$ cat src/rtl/hilo_muldiv_if.sv
// hilo_muldiv_if
// Bundles the request port, the HI/LO result port and the link to the
// team's unsigned iterative divider for hilo_muldiv.
//
// Signals:
//   req_valid / req_ready     request handshake (accept = valid & ready)
//   req_op [OP_W]             0=MULT 1=MULTU 2=DIV 3=DIVU 4=MTHI 5=MTLO
//   req_a / req_b [32]        rs / rt operands
//   busy                      ~req_ready, stalls HI/LO readers
//   hi / lo [32]              architectural HI/LO registers
//   div_valid                 one-cycle start pulse to the divider
//   div_a / div_b [32]        unsigned dividend / divisor
//   div_done                  divider idle/complete (combinational)
//   div_c [64]                {remainder, quotient} from the divider
//
// Modports:
//   slave  - the hilo_muldiv block
//   master - the execute stage plus divider side that surrounds it
interface hilo_muldiv_if #(
   parameter int OP_W = 3
);
   logic            req_valid;
   logic            req_ready;
   logic [OP_W-1:0] req_op;
   logic [31:0]     req_a;
   logic [31:0]     req_b;
   logic            busy;
   logic [31:0]     hi;
   logic [31:0]     lo;
   logic            div_valid;
   logic [31:0]     div_a;
   logic [31:0]     div_b;
   logic            div_done;
   logic [63:0]     div_c;

   modport slave (
      input  req_valid, req_op, req_a, req_b, div_done, div_c,
      output req_ready, busy, hi, lo, div_valid, div_a, div_b
   );

   modport master (
      output req_valid, req_op, req_a, req_b, div_done, div_c,
      input  req_ready, busy, hi, lo, div_valid, div_a, div_b
   );
endinterface

$ cat src/rtl/hilo_muldiv.sv
// hilo_muldiv
// Owns the HI/LO register pair and sequences MULT, MULTU, DIV, DIVU, MTHI
// and MTLO for the execute stage. Multiplies run through a 2-stage product
// register; divides are reduced to unsigned magnitudes, handed to the
// external unsigned divider and sign-corrected on return.
//
// Ports:
//   clk      clock
//   resetn   asynchronous active-low reset
//   bus      hilo_muldiv_if.slave (request, HI/LO, divider link)
//
// Build option:
//   HILO_DIV_BYPASS_EN  when defined, a divide whose divisor magnitude
//                       exceeds its dividend magnitude completes at the
//                       accept edge (lo=0, hi=req_a) without the divider.
//
// state  | meaning
// -------+-----------------------------------------------------------
// IDLE   | ready for a request; MTHI/MTLO/div-by-zero finish here
// MUL1   | operands latched, product being registered
// MUL2   | product written to {hi,lo}
// ISSUE  | div_valid pulse, divider starts
// WAIT   | waiting for div_done
// FIX    | sign-correct quotient/remainder into lo/hi
module hilo_muldiv #(
   parameter int OP_W = 3
) (
   input  logic         clk,
   input  logic         resetn,
   hilo_muldiv_if.slave bus
);

   localparam logic [OP_W-1:0] OP_MULT  = OP_W'(0);
   localparam logic [OP_W-1:0] OP_MULTU = OP_W'(1);
   localparam logic [OP_W-1:0] OP_DIV   = OP_W'(2);
   localparam logic [OP_W-1:0] OP_DIVU  = OP_W'(3);
   localparam logic [OP_W-1:0] OP_MTHI  = OP_W'(4);
   localparam logic [OP_W-1:0] OP_MTLO  = OP_W'(5);

   typedef enum logic [2:0] {
      IDLE  = 3'd0,
      MUL1  = 3'd1,
      MUL2  = 3'd2,
      ISSUE = 3'd3,
      WAIT  = 3'd4,
      FIX   = 3'd5
   } state_t;

   state_t      state;
   logic [31:0] hi_q;
   logic [31:0] lo_q;
   logic [31:0] op_a;
   logic [31:0] op_b;
   logic        mul_signed;
   logic [63:0] product;
   logic        sign_q;
   logic        sign_r;
   logic [31:0] div_a_q;
   logic [31:0] div_b_q;
   logic        div_valid_q;
   logic        ready_q;

   logic        accept;
   logic        signed_div;
   logic [31:0] mag_a;
   logic [31:0] mag_b;
   logic        bypass;
   logic [63:0] ext_a;
   logic [63:0] ext_b;
   logic [31:0] quo;
   logic [31:0] rem;

   assign accept     = bus.req_valid & ready_q;
   assign signed_div = (bus.req_op == OP_DIV);

   // 32-bit magnitudes: |0x80000000| wraps back to 0x80000000, which is the
   // correct unsigned magnitude.
   assign mag_a = (signed_div & bus.req_a[31]) ? (~bus.req_a + 32'd1) : bus.req_a;
   assign mag_b = (signed_div & bus.req_b[31]) ? (~bus.req_b + 32'd1) : bus.req_b;

`ifdef HILO_DIV_BYPASS_EN
   // Quotient is known zero and remainder is the raw dividend.
   assign bypass = (mag_b > mag_a);
`else
   assign bypass = 1'b0;
`endif

   // Sign-extending to 64 bits makes the low 64 bits of one unsigned
   // multiply correct for both MULT and MULTU.
   assign ext_a = {{32{mul_signed & op_a[31]}}, op_a};
   assign ext_b = {{32{mul_signed & op_b[31]}}, op_b};

   assign quo = bus.div_c[31:0];
   assign rem = bus.div_c[63:32];

   always_ff @(posedge clk or negedge resetn) begin
      if (!resetn) begin
         state       <= IDLE;
         hi_q        <= '0;
         lo_q        <= '0;
         op_a        <= '0;
         op_b        <= '0;
         mul_signed  <= 1'b0;
         product     <= '0;
         sign_q      <= 1'b0;
         sign_r      <= 1'b0;
         div_a_q     <= '0;
         div_b_q     <= '0;
         div_valid_q <= 1'b0;
         ready_q     <= 1'b1;
      end else begin
         case (state)
            IDLE: begin
               if (accept) begin
                  if (bus.req_op == OP_MULT || bus.req_op == OP_MULTU) begin
                     op_a       <= bus.req_a;
                     op_b       <= bus.req_b;
                     mul_signed <= (bus.req_op == OP_MULT);
                     ready_q    <= 1'b0;
                     state      <= MUL1;
                  end else if (bus.req_op == OP_DIV || bus.req_op == OP_DIVU) begin
                     if (bus.req_b == 32'd0) begin
                        hi_q <= bus.req_a;
                        lo_q <= 32'hFFFF_FFFF;
                     end else if (bypass) begin
                        hi_q <= bus.req_a;
                        lo_q <= 32'd0;
                     end else begin
                        div_a_q     <= mag_a;
                        div_b_q     <= mag_b;
                        sign_q      <= signed_div & (bus.req_a[31] ^ bus.req_b[31]);
                        sign_r      <= signed_div & bus.req_a[31];
                        div_valid_q <= 1'b1;
                        ready_q     <= 1'b0;
                        state       <= ISSUE;
                     end
                  end else if (bus.req_op == OP_MTHI) begin
                     hi_q <= bus.req_a;
                  end else if (bus.req_op == OP_MTLO) begin
                     lo_q <= bus.req_a;
                  end
                  // ops 6/7 are accepted and dropped
               end
            end
            MUL1: begin
               product <= ext_a * ext_b;
               state   <= MUL2;
            end
            MUL2: begin
               hi_q    <= product[63:32];
               lo_q    <= product[31:0];
               ready_q <= 1'b1;
               state   <= IDLE;
            end
            ISSUE: begin
               div_valid_q <= 1'b0;
               state       <= WAIT;
            end
            WAIT: begin
               if (bus.div_done) begin
                  state <= FIX;
               end
            end
            FIX: begin
               lo_q    <= sign_q ? (32'd0 - quo) : quo;
               hi_q    <= sign_r ? (32'd0 - rem) : rem;
               ready_q <= 1'b1;
               state   <= IDLE;
            end
            default: begin
               ready_q     <= 1'b1;
               div_valid_q <= 1'b0;
               state       <= IDLE;
            end
         endcase
      end
   end

   assign bus.req_ready = ready_q;
   assign bus.busy      = ~ready_q;
   assign bus.hi        = hi_q;
   assign bus.lo        = lo_q;
   assign bus.div_valid = div_valid_q;
   assign bus.div_a     = div_a_q;
   assign bus.div_b     = div_b_q;

endmodule
$ cat src/flat_wrapper.sv
// flat-port wrapper written by rule: the top's interface ports become plain ports
module hilo_muldiv_flat 
#(
   parameter int OP_W = 3
)
  (clk, resetn, bus_req_valid, bus_req_op, bus_req_a, bus_req_b, bus_div_done, bus_div_c, bus_req_ready, bus_busy, bus_hi, bus_lo, bus_div_valid, bus_div_a, bus_div_b);
  hilo_muldiv_if #(.OP_W(OP_W)) bus_i ();
  input  logic clk;
  input  logic resetn;
  input wire logic [$bits(bus_i.req_valid)-1:0] bus_req_valid;
  input wire logic [$bits(bus_i.req_op)-1:0] bus_req_op;
  input wire logic [$bits(bus_i.req_a)-1:0] bus_req_a;
  input wire logic [$bits(bus_i.req_b)-1:0] bus_req_b;
  input wire logic [$bits(bus_i.div_done)-1:0] bus_div_done;
  input wire logic [$bits(bus_i.div_c)-1:0] bus_div_c;
  output wire logic [$bits(bus_i.req_ready)-1:0] bus_req_ready;
  output wire logic [$bits(bus_i.busy)-1:0] bus_busy;
  output wire logic [$bits(bus_i.hi)-1:0] bus_hi;
  output wire logic [$bits(bus_i.lo)-1:0] bus_lo;
  output wire logic [$bits(bus_i.div_valid)-1:0] bus_div_valid;
  output wire logic [$bits(bus_i.div_a)-1:0] bus_div_a;
  output wire logic [$bits(bus_i.div_b)-1:0] bus_div_b;
  assign bus_i.req_valid = bus_req_valid;
  assign bus_i.req_op = bus_req_op;
  assign bus_i.req_a = bus_req_a;
  assign bus_i.req_b = bus_req_b;
  assign bus_i.div_done = bus_div_done;
  assign bus_i.div_c = bus_div_c;
  assign bus_req_ready = bus_i.req_ready;
  assign bus_busy = bus_i.busy;
  assign bus_hi = bus_i.hi;
  assign bus_lo = bus_i.lo;
  assign bus_div_valid = bus_i.div_valid;
  assign bus_div_a = bus_i.div_a;
  assign bus_div_b = bus_i.div_b;
  hilo_muldiv #(.OP_W(OP_W)) u_core (.clk(clk), .resetn(resetn), .bus(bus_i));
endmodule
$ cat config.mk
export PLATFORM = sky130hd
export DESIGN_NAME = hilo_muldiv_flat
export DESIGN_NICKNAME = d
export VERILOG_FILES = /design/src/rtl/hilo_muldiv_if.sv /design/src/rtl/hilo_muldiv.sv /design/src/flat_wrapper.sv
export SDC_FILE = /design/constraint.sdc
export NUM_CORES = 2
export LEC_CHECK = 0
export BUFFER_PORTS_ARGS = -buffer_cell sky130_fd_sc_hd__buf_2
export CORE_AREA = 4 4 213 423
export CTS_CLUSTER_SIZE = 30
export DETAILED_ROUTE_END_ITERATION = 8
export DIE_AREA = 0 0 217 427
export GPL_TIMING_DRIVEN = 0
export PLACE_DENSITY = 0.8
export SYNTH_ARGS = -nofsm -noshare
export SYNTH_HDL_FRONTEND = slang
export SYNTH_SLANG_ARGS = --single-unit
$ cat constraint.sdc
create_clock -name clk -period 8.8 [get_ports clk]
set_input_delay 0.44 -clock clk [delete_from_list [all_inputs] [get_ports clk]]
set_output_delay 0.44 -clock clk [all_outputs]
set_load 0.05 [all_outputs]
After elaboration in Yosys (flattened, before gate mapping)
Cells that the tools add are included.
{"block": "totals", "in_bits": 135, "regBits": 264, "output_inout_bits": 131}
{"block": "op_classes", "mux": 33, "bitwise": 14, "addsub": 4, "reduce_logical": 15, "mul": 1, "eq_ne": 21}
{"cell": "2-to-1 mux 32 bit", "count": 15}
{"cell": "one-hot mux 32 bit (3 select lines)", "count": 2}
{"cell": "adder 32 x 1 -> 32 bit, second input constant", "count": 2}
{"cell": "multiplier 33 x 33 -> 64 bit", "count": 1}
{"cell": "NOT 32 bit", "count": 2}
{"cell": "subtractor 1 x 32 -> 32 bit, first input constant", "count": 2}
{"cell": "logical NOT 32 bit", "count": 1}
{"cell": "2-to-1 mux 3 bit", "count": 5}
{"cell": "AND reduction 5 bit", "count": 3}
{"cell": "equality test 3 x 2 -> 1 bit, second input constant", "count": 4}
{"cell": "equality test 3 bit, second input constant", "count": 4}
{"cell": "one-hot mux 3 bit (4 select lines)", "count": 1}
{"cell": "!= test 3 x 1 -> 1 bit, second input constant", "count": 3}
{"cell": "2-to-1 mux 1 bit", "count": 8}
{"cell": "AND reduction 4 bit", "count": 2}
{"cell": "AND 1 bit", "count": 6}
{"cell": "equality test 3 x 1 -> 1 bit, second input constant", "count": 2}
{"cell": "logical NOT 3 bit", "count": 2}
{"cell": "!= test 2 bit, second input constant", "count": 3}
{"cell": "!= test 3 x 2 -> 1 bit, second input constant", "count": 2}
{"cell": "AND reduction 6 bit", "count": 1}
{"cell": "NOT 1 bit", "count": 5}
{"cell": "!= test 2 x 1 -> 1 bit, second input constant", "count": 2}
{"cell": "one-hot mux 1 bit (2 select lines)", "count": 2}
{"cell": "7 further kinds", "count": 8}

Longest topological paths before layout
{"block": "depth", "ltp_word": 7, "mapped_depth": 31, "ltp_nobuf": 28}

Least setup slack after synthesis
Ideal clock, no wire load.
{"block": "synth_path", "path_kind": "register to register", "from": "reg u_core.op_a[31]", "to": "reg u_core.product[63]", "period_less_slack_ns": 8.323, "setup_slack_ns": 0.477, "arrival_time_ns": 8.189, "path_stages_with_launch": 29, "t_required_ns": 8.667, "setup_ns": 0.133, "cell_sequence": "dfrtp_1 > clkbuf_1 > and2_1 > clkbuf_1 > nand2_1 > inv_1 > fa_1 > fa_1 > fa_1 > inv_1 > fa_1 > inv_1 > fa_1 > fa_1 > inv_1 > fa_1 > fa_1 > inv_1 > ha_1 > clkbuf_1 > nand2_1 > or3_1 > nor4_1 > o21a_1 > o311ai_0 > a32oi_1 > a211oi_1 > xnor2_1 > o21ai_0"}
{"block": "synth_between", "elab_chain_cells": 2}
{"item": "start, declared", "line": "hilo_muldiv.sv:52", "source": "logic [31:0] op_a;"}
{"item": "start signal, assigned", "line": "hilo_muldiv.sv:116", "source": "op_a <= bus.req_a;"}
{"item": "AND 1 bit", "line": "hilo_muldiv.sv:90", "source": "assign ext_a = {{32{mul_signed & op_a[31]}}, op_a};"}
{"item": "multiplier 33 x 33 -> 64 bit *", "line": "hilo_muldiv.sv:146", "source": "product <= ext_a * ext_b;"}
{"item": "end signal, assigned", "line": "hilo_muldiv.sv:146"}
{"item": "end, declared", "line": "hilo_muldiv.sv:55", "source": "logic [63:0] product;"}
Every way passes the cells marked *; elsewhere a longest branch is shown, timed or not.
A chain may end at the register's enable or synchronous reset.

Worst setup path in the final report
{"block": "layout_path", "from": "reg u_core.op_b[29]", "to": "reg u_core.product[52]"}
{"block": "layout_between", "elab_chain_cells": 1}
{"item": "start, declared", "line": "hilo_muldiv.sv:53", "source": "logic [31:0] op_b;"}
{"item": "start signal, assigned", "line": "hilo_muldiv.sv:117", "source": "op_b <= bus.req_b;"}
{"item": "multiplier 33 x 33 -> 64 bit", "line": "hilo_muldiv.sv:146"}
No other way between the ends.

==> impl_metrics.toml <==
[floorplanning]
fp.dieW_um = 217
pin_count = 266
core_area_sq_um = 86900
die_area_sq_um = 92700
rows = 153
initial_core_util = 0.585
die_h_um = 427

[yosys]
synth_area_sq_um = 50900
synth_edf_count = 0
synth.avg_cell_area_sq_um = 9.20
synth_flop_cell = "dfrtp_1"
yosysWarnings = 0
synth_cells = 5528
async_flop_share = 1.00
yosys.cell_types.count = 68
syn-num-nets = 7004
ys_ff_latch = 264
yosysSeqAreaShare = 0.130

[worst_setup_path]
worstPathArrival_ps = 9170
r2r_end = "u_core.product[52]$_DFFE_PN0P_"
end_kind = "register"
ff2ff_setup_slack_ps = 10
start_kind = "register"
crit_required_ps = 9180
r2r-start = "u_core.op_b[29]$_DFFE_PN0P_"
crit_path_max_fanout = 10
reg2regPathDepth = 26
crit_type = "register to register"

[finish]
stdcell_area_sq_um = 55400
num-fill-cells = 7678
post-route-util = 0.637
multiInputGateArea_sq_um = 39100
drive_above_1_share = 0.117
seqCellArea_sq_um = 6700
area_delta_synth_final_pct = 8.85
nets = 7292

[clocking]
root_buffer = "clkbuf_16"
clkLatencyLatePin_ps = 570
htree_levels = 1
cts_tree = "built"
clockBufferDepth = 3
cts_sinks = 264
cts.clk_slew.worst_paths_ps = 100
cts_inserted_buffers = 20

[min_path]
hold_start = "bus_req_b[5]"
whs_path_depth = 2
hold_path.class = "input pin to register"
holdPathEnd = "u_core.op_b[5]$_DFFE_PN0P_"

[timing]
finClkSkew_ps = 29.1
slew_viol_final = 0
max_clock_freq_mhz = 114
min_period_ps = 8790
slew-limit-headroom = 0.214
post-route-period-util = 0.999
tightest_slew_ps = 1170
setup_viol = 0
setup_ws_ps = 11.9
hold_violations = 0
fin_hold_ws_ps = 168

[placement]
hpwl_um = 176000
post_dp_cell_area_sq_um = 53700
dpl_worst_slack_ps = -2470
port_buffers = 261
place.gp.congestion = 1.13

[detailed_routing]
routed_wl_um = 211000
num_vias = 42700
post_drt_via_cell_ratio = 6.08
dr.pass1.iters = 8
post_drt_wl_per_cell_um = 30.0
postRouteAntennaNets = 0
drt_iter0_markers = 3823
drcViolationCount = 0

[global_routing]
grt_max_degree = 101
antenna_found_initial = 19
grt_overflow = 0
grt_pass1_wl_um = 304000
grt_pass1_vias = 46600
track_usage = 0.462

[outcome]
status = "finished clean"

[run]
maxCapViolations = 0
## cells by family after synthesis
kind of cell    after synthesis  share of synthesized area
fa+ha+maj                  1341                      0.496
compound gates              588                     0.0723
xor+xnor                    193                     0.0332
mux                          66                     0.0146
buf+inv                    1429                      0.105
simple gates               1647                      0.149
flops                       264                      0.130
## registers in the layout (all words and copies together) (netlist names)
register,count
u_core.product,64
u_core.bus.div_a,32
u_core.bus.div_b,32
u_core.bus.hi,32
u_core.bus.lo,32
u_core.op_a,32
u_core.op_b,32
u_core.state,3
u_core.bus.div_valid,1
u_core.bus.req_ready,1
u_core.mul_signed,1
u_core.sign_q,1
u_core.sign_r,1
## area by class of cell
class	count	area share
Tap cell	1162	0.0263
Multi-Input combinational cell	3835	0.707
Antenna cell	25	0.00113
Timing Repair Buffer	292	0.0298
Clock inverter	14	0.00240
Inverter	1100	0.0748
Buffer	303	0.0289
Sequential cell	264	0.121
Clock buffer	22	0.00917
## cells in the mapped netlist, types with 6 or more instances
master,count,area [sq um]
and3_1,34,213
nand2_1,927,3480
nor4_1,11,68.8
o31ai_1,33,248
ha_1,216,2700
dfrtp_1,263,6580
fa_1,1125,22500
a21oi_1,158,791
nand3_1,26,130
or2_2,10,62.6
o41ai_1,10,87.6
nand4_1,20,125
o21a_1,30,225
o21ai_0,187,936
nor3_1,26,130
a31oi_1,11,68.8
a221oi_1,58,508
mux2_2,64,721
nor2_1,169,634
or4_1,13,97.6
nand2b_1,9,56.3
xor2_1,84,736
o21bai_1,16,120
a21o_1,39,293
buf_1,6,22.5
a211oi_1,7,52.6
xnor2_1,109,955
and2_1,356,2230
nor2b_1,8,50.1
inv_1,1099,4130
or3_1,20,125
clkbuf_1,321,1200
## worst max path at each step
stage / startpoint / to / cells after the start
finish: u_core.op_b[29]$_DFFE_PN0P_ / u_core.product[52]$_DFFE_PN0P_ / 26
global route: u_core.op_a[12]$_DFFE_PN0P_ / u_core.product[52]$_DFFE_PN0P_ / 25
CTS: u_core.op_b[9]$_DFFE_PN0P_ / u_core.product[52]$_DFFE_PN0P_ / 27
detailed placement: u_core.op_a[31]$_DFFE_PN0P_ / u_core.product[54]$_DFFE_PN0P_ / 26
global placement: u_core.op_a[31]$_DFFE_PN0P_ / u_core.product[54]$_DFFE_PN0P_ / 26
floorplan: u_core.op_a[31]$_DFFE_PN0P_ / u_core.product[63]$_DFFE_PN0P_ / 28
## worst max-delay path, stage by stage (launching register included)
cell and delay [ps]:
dfrtp_1 770, clkbuf_1 690, and2_1 300, fa_1 430
ha_1 300, ha_1 290, inv_1 50, fa_1 520
inv_1 70, fa_1 510, inv_1 60, fa_1 480
inv_1 50, fa_1 470, inv_1 50, fa_1 580
inv_1 70, ha_2 350, and3_1 270, a221o_1 370
a21oi_2 260, o21ai_0 120, a41o_1 330, a311o_2 540
a31oi_4 310, xor2_1 240, o21ai_0 120
## layer usage
| layer | routed length (um) | global-route usage |
|---|---|---|
| met5 | 28 | 0 |
| met2 | 98400 | 0.744 |
| met3 | 19800 | 0.116 |
| met1 | 60700 | 0.458 |
| met4 | 31800 | 0.505 |
## cells in the final DEF (no fill, tap or decap), drive strengths merged, types with 3 or more instances in the layout
| cell type | Yosys | routed |
|---|---|---|
| and4 | 4 | 4 |
| nand4 | 20 | 20 |
| fa | 1125 | 1125 |
| nand3b | 3 | 3 |
| or3 | 22 | 22 |
| o21ai | 192 | 192 |
| o21bai | 16 | 16 |
| clkinv | 1 | 7 |
| nand2b | 9 | 9 |
| clkbuf | 322 | 273 |
| dfrtp | 263 | 263 |
| or4 | 16 | 16 |
| xor2 | 84 | 84 |
| a211oi | 7 | 7 |
| a221oi | 58 | 58 |
| a21oi | 158 | 158 |
| a22oi | 4 | 4 |
| nand2 | 927 | 927 |
| a31oi | 11 | 11 |
| a221o | 4 | 4 |
| buf | 7 | 343 |
| inv | 1099 | 1100 |
| o41ai | 10 | 10 |
| nor2 | 169 | 169 |
| clkinvlp | 0 | 6 |
| and3 | 34 | 34 |
| or2 | 10 | 10 |
| xnor2 | 109 | 109 |
| nand3 | 26 | 26 |
| o31ai | 35 | 35 |
| mux2 | 64 | 64 |
| and2 | 357 | 357 |
| nor3 | 26 | 26 |
| a21o | 39 | 39 |
| nor4 | 11 | 11 |
| diode | 0 | 25 |
| nor2b | 8 | 8 |
| ha | 216 | 216 |
| o21a | 30 | 30 |
## stage by stage
stage | setup TNS, ps | instances
after floorplan | 0 | 5528
after global placement | -46470 | 6951
after detailed placement | -34740 | 6955
after CTS | 0 | 6981
after global routing | -45.3 | 6998
final | 0 | 7017
## repair_timing
| action | CTS | global route |
|---|---|---|
| endpoints found under the setup margin | 32 | 22 |
| resized for setup | 249 | 247 |
| endpoints found under the hold margin | 66 | 0 |
| buffers inserted | 11 | 15 |
| pin swaps | 7 | 6 |
| hold buffers | 1 | 0 |
Power is left out: the tool's default activity adds up to more than one toggle a clock period on the data nets, which glitch-free logic cannot reach.
